### src/rtl/ofifo_align_pkg.sv
// Shared defaults and pointer sizing for the output-side column FIFO bank.
package ofifo_align_pkg;

   localparam int COL_DEF     = 8;
   localparam int PSUM_BW_DEF = 16;
   localparam int DEPTH_DEF   = 16;

   // Pointer width: index bits plus one wrap bit that separates full from empty.
   function automatic int ptr_width(input int d);
      return $clog2(d) + 1;
   endfunction

   localparam int PTR_W_DEF = ptr_width(DEPTH_DEF);

endpackage

### src/rtl/ofifo_align_fifo_col.sv
// Single-column first-word-fall-through FIFO with an overflow pulse.
module fifo_col
   import ofifo_align_pkg::*;
#(
   parameter int psum_bw = PSUM_BW_DEF,
   parameter int depth   = DEPTH_DEF
) (
   input  logic               clk,
   input  logic               reset,
   input  logic               wr,
   input  logic               rd,
   input  logic [psum_bw-1:0] in,
   output logic [psum_bw-1:0] out,
   output logic               empty,
   output logic               full,
   output logic               ovf
);

   localparam int PW = ptr_width(depth);
   localparam int AW = PW - 1;

   logic [PW-1:0]      r_wptr;
   logic [PW-1:0]      r_rptr;
   logic [psum_bw-1:0] r_mem [depth];

   logic w_pop;
   logic w_push;

   assign empty  = (r_wptr == r_rptr);
   assign full   = (r_wptr[AW-1:0] == r_rptr[AW-1:0]) && (r_wptr[AW] != r_rptr[AW]);
   assign w_pop  = rd && !empty;
   // A pop in the same cycle frees the slot, so a write to a full column is still accepted.
   assign w_push = wr && (!full || w_pop);
   assign ovf    = wr && full && !w_pop;

   // Head entry is presented straight from storage.
   assign out = r_mem[r_rptr[AW-1:0]];

   // Pointer update; wrap is natural modulo 2*depth.
   always_ff @(posedge clk or negedge reset) begin
      if (!reset) begin
         r_wptr <= '0;
         r_rptr <= '0;
      end else begin
         if (w_push) r_wptr <= r_wptr + 1'b1;
         if (w_pop)  r_rptr <= r_rptr + 1'b1;
      end
   end

   // Storage write; contents are don't-care after reset so no reset here.
   always_ff @(posedge clk) begin
      if (w_push) r_mem[r_wptr[AW-1:0]] <= in;
   end

endmodule

### src/rtl/ofifo_align.sv
// Column FIFO bank that re-aligns skewed column psums into full rows.
module ofifo_align
   import ofifo_align_pkg::*;
#(
   parameter int col     = COL_DEF,
   parameter int psum_bw = PSUM_BW_DEF,
   parameter int depth   = DEPTH_DEF
) (
   input  logic                   clk,
   input  logic                   reset,
   input  logic [col-1:0]         wr,
   input  logic [col*psum_bw-1:0] in,
   input  logic                   rd,
   output logic [col*psum_bw-1:0] out,
   output logic                   o_valid,
   output logic                   o_full,
   output logic                   o_ready,
   output logic                   o_ovf
);

   logic [col-1:0] w_empty;
   logic [col-1:0] w_full;
   logic [col-1:0] w_ovf;
   logic           w_pop;
   logic           r_ovf;

   // A row pop is only honoured when every column has a head entry.
   assign w_pop   = rd && o_valid;
   assign o_valid = &(~w_empty);
   assign o_full  = |w_full;
   assign o_ready = !o_full;
   assign o_ovf   = r_ovf;

   generate
      for (genvar gi = 0; gi < col; gi++) begin : g_col
         fifo_col #(
            .psum_bw (psum_bw),
            .depth   (depth)
         ) u_col (
            .clk   (clk),
            .reset (reset),
            .wr    (wr[gi]),
            .rd    (w_pop),
            .in    (in[gi*psum_bw +: psum_bw]),
            .out   (out[gi*psum_bw +: psum_bw]),
            .empty (w_empty[gi]),
            .full  (w_full[gi]),
            .ovf   (w_ovf[gi])
         );
      end
   endgenerate

   // Sticky record of any dropped write; cleared only by reset.
   always_ff @(posedge clk or negedge reset) begin
      if (!reset) r_ovf <= 1'b0;
      else if (|w_ovf) r_ovf <= 1'b1;
   end

endmodule

### config.mk
export PLATFORM = sky130hd
export DESIGN_NAME = ofifo_align
export DESIGN_NICKNAME = d
export VERILOG_FILES = /design/src/rtl/ofifo_align_pkg.sv /design/src/rtl/ofifo_align_fifo_col.sv /design/src/rtl/ofifo_align.sv
export SDC_FILE = /design/constraint.sdc
export NUM_CORES = 2
export LEC_CHECK = 0
export ABC_CLOCK_PERIOD_IN_PS = 9700
export CAP_MARGIN = 20
export CORE_MARGIN = 1
export CORE_UTILIZATION = 50
export CTS_BUF_LIST = sky130_fd_sc_hd__clkbuf_8
export DETAILED_ROUTE_END_ITERATION = 12
export MAX_ROUTING_LAYER = met4
export PLACE_DENSITY = 0.72
export SYNTH_ARGS = -nofsm -noshare
export SYNTH_HDL_FRONTEND = slang
export SYNTH_HIERARCHICAL = 1
export SYNTH_SLANG_ARGS = --single-unit
### constraint.sdc
create_clock -name clk -period 9.7 [get_ports clk]
set_input_delay 1.94 -clock clk [delete_from_list [all_inputs] [get_ports clk]]
set_output_delay 1.94 -clock clk [all_outputs]
set_load 0.01 [all_outputs]
==> flow_summary.json <==
{
  "grt_start_max_net_pins": 69,
  "initial_utilization_pct": 50.44,
  "cts_tree": "built",
  "drv_cap": 0,
  "synthArstFlopShare_pct": 3.805,
  "max-vdd-ir-drop_uv": 249.2,
  "min_period_ns": 6.239,
  "min_path_cells": 1,
  "io_pins": 271,
  "finalHoldViolations": 0,
  "status": "complete, no violations",
  "min_to": "g_col[4].u_col/r_wptr[4]",
  "synth_largest_area_cell": "edfxtp_1",
  "max_freq_mhz": 160.3,
  "grt_usage_pct": 21.72,
  "synthToLayoutAreaGrowth_pct": 12.98,
  "rr_endpoint": "g_col[7].u_col/r_mem[5][9]",
  "first_pass_iters": 5,
  "synthCells": 3893,
  "ant_nets": 0,
  "powerDensity_nw_per_um2": 299.0,
  "crit_fanout": 37,
  "reg2regPathDepth": 10,
  "core-area_sq_um": 167600,
  "ys_warn_count": 6,
  "synth.cell_area_sq_um": 84530,
  "cp_data_arrival_time_ns": 4.30,
  "fin_util_pct": 56.99,
  "grt_overflow_total": 0,
  "routed_wl_um": 180600,
  "crit_slowest_cell": "dfrtp_4",
  "timing.final.max_slew_violations": 0,
  "synth_top_area_share_pct": 72.75,
  "port_buffers": 270,
  "cts_buffer_depth": 4,
  "fill_cells": 12040,
  "maxSlewHeadroom_pct": 26.94,
  "worst_setup_path_end_kind": "output port",
  "final_nets": 4517,
  "clk-insertion-delay-late_ns": 1.06,
  "drt-initial-drc-count": 3791,
  "ys_ff_latch": 2129,
  "leakage_nw": 31.25,
  "ctsHoldBuffers": 0,
  "die_h_um": 413.2,
  "hold_ws_ns": 0.5433,
  "finalSetupViolations": 0,
  "worst_pin_slew_ns": 1.096,
  "mostFrequentLayoutCells": "edfxtp_1, mux4_2, clkbuf_8, clkdlybuf4s50_1, nor2b_1",
  "path_cells": "buf_4 > xnor2_1 > nand4_2 > nor2_1 > nor4_1 > and2_1 > clkdlybuf4s50_1",
  "wl_per_cell_um": 26.49,
  "holdCritStartpoint": "g_col[4].u_col/r_wptr[4]",
  "cpPeakStageDelay_ns": 0.73,
  "yosys_most_used_dff": "edfxtp_1",
  "path_clk_slew_ns": 0.06,
  "fin_worst_skew_ns": 0.09935,
  "cts_max_level": 5,
  "timing.rr.start": "g_col[5].u_col/r_rptr[1]",
  "synth.net_count": 4072,
  "drt_drc_violations_left": 0,
  "start_kind": "flip-flop",
  "rsz0062_at_grt": "no",
  "setup_tns_ns": 0,
  "synth_cell_types": 37,
  "drive_above_1_share_pct": 22.23,
  "cts_buffers": 351,
  "cts_setup_buffers": 0,
  "setup.worst_path.start": "g_col[5].u_col/r_rptr[1]",
  "antenna_found_initial": 25,
  "cp.required_ns": 7.76,
  "synth_edf_count": 2048,
  "syn_area_per_cell_sq_um": 21.71,
  "hpwl_um": 108400,
  "cts_resized": 0,
  "cts_sinks": 2129,
  "period_share_pct": 64.32,
  "seq_area_frac_synth_pct": 75.15,
  "ys_top_cells_by_area": "edfxtp_1, mux4_2, dfrtp_1, mux4_1, mux2i_1",
  "criticalPathCategory": "flip-flop to output port",
  "fp.dieW_um": 413.2,
  "root_buffer": "clkbuf_8",
  "grt_pass1_wl_um": 262900,
  "hold_path.class": "flip-flop to flip-flop",
  "gp_congestion": 0.8271,
  "fp-row-count": 150,
  "die_area_sq_um": 170700,
  "vias": 40030,
  "r2r_setup_slack_ns": 4.41,
  "grt_pass1_vias": 40650,
  "layout_commonest_cell": "edfxtp_1",
  "drt-vias-per-instance": 5.869
}
[report_power, final]
part           leakage (nW)  internal, W  switching (W)
Combinational          8.18      0.00428        0.00476
Sequential             19.4       0.0112        0.00104
Clock                  3.63      0.00390        0.00339
Total                  31.3       0.0194        0.00919
[sequential cells by signal, indices dropped and copies added, names as in the netlist]
name / cells
o_ovf: 1
g_col.u_col/r_rptr: 40
g_col.u_col/r_mem: 2048
g_col.u_col/r_wptr: 40
[cells by family after synthesis]
logic type	after synthesis	share of synthesized area, %
xor+xnor	104	1.078
buf+inv	256	2.071
mux	656	15.65
fa+ha+maj	40	0.5921
simple gates	388	2.803
compound gates	320	2.652
flops	2129	75.15
[worst max-delay path: cells and delay by family (launching register included)]
| kind | cells | cell delay (ns) |
|---|---|---|
| xor+xnor | 1 | 0.21 |
| simple gates | 4 | 1.05 |
| flops | 1 | 0.73 |
| buf+inv | 2 | 1.26 |
[how the worst max path moves through the flow]
stage               slack [ns]  cells past startpoint                           to
floorplan                 4.53                      3  g_col[6].u_col/r_mem[11][0]
global placement          4.26                      6  g_col[4].u_col/r_mem[4][11]
CTS                       3.19                      7                      o_valid
detailed placement        4.18                      6   g_col[7].u_col/r_mem[5][9]
global route              3.14                      7                      o_valid
finish                    3.46                      7                      o_valid
[routing by layer]
metal,track usage [%],wire (um)
met5,-,0
met2,31.56,83770
met3,5.812,15900
met4,6.502,4218
met1,30.25,76750
[metrics by stage]
step	cells	setup WS [ns]	cell area [sq um]	power, W
after CTS	6790	3.186	95320	0.02876
final	6820	3.461	95510	0.02855
after floorplan	3893	4.526	84530	0.01821
after detailed placement	6183	4.178	88900	0.02143
after global placement	6182	4.258	88880	0.02128
after global routing	6818	3.144	95500	0.02979
[final cells by class]
cell class / count / area, sq um / share of cell area [%]
flip-flops and latches: 2129 / 63600 / 66.59
multi-input cells: 1508 / 19390 / 20.30
clock buffers: 358 / 4927 / 5.159
repair buffers: 324 / 3188 / 3.338
well taps: 2204 / 2758 / 2.887
clock inverters: 249 / 1501 / 1.572
inverters: 24 / 90.09 / 0.09432
diodes: 24 / 60.06 / 0.06288
[cells in the mapped netlist, types with 9 or more instances]
master    count
nand3_1      17
nand4_1      16
clkbuf_1     47
a211oi_1    120
buf_12       16
and2_1       10
nor2_1       33
o211ai_1     16
buf_2        90
edfxtp_1   2048
and3_1      113
dfrtp_1      81
ha_1         40
inv_1        24
nor3_1        9
mux4_1       64
a21oi_1     144
nor2b_1     152
xor2_1       24
buf_6        32
mux2i_1     128
mux2_1       16
nand2_1       9
buf_4        39
xnor2_1      80
mux4_2      448
Power figures use the tool's default switching activity.
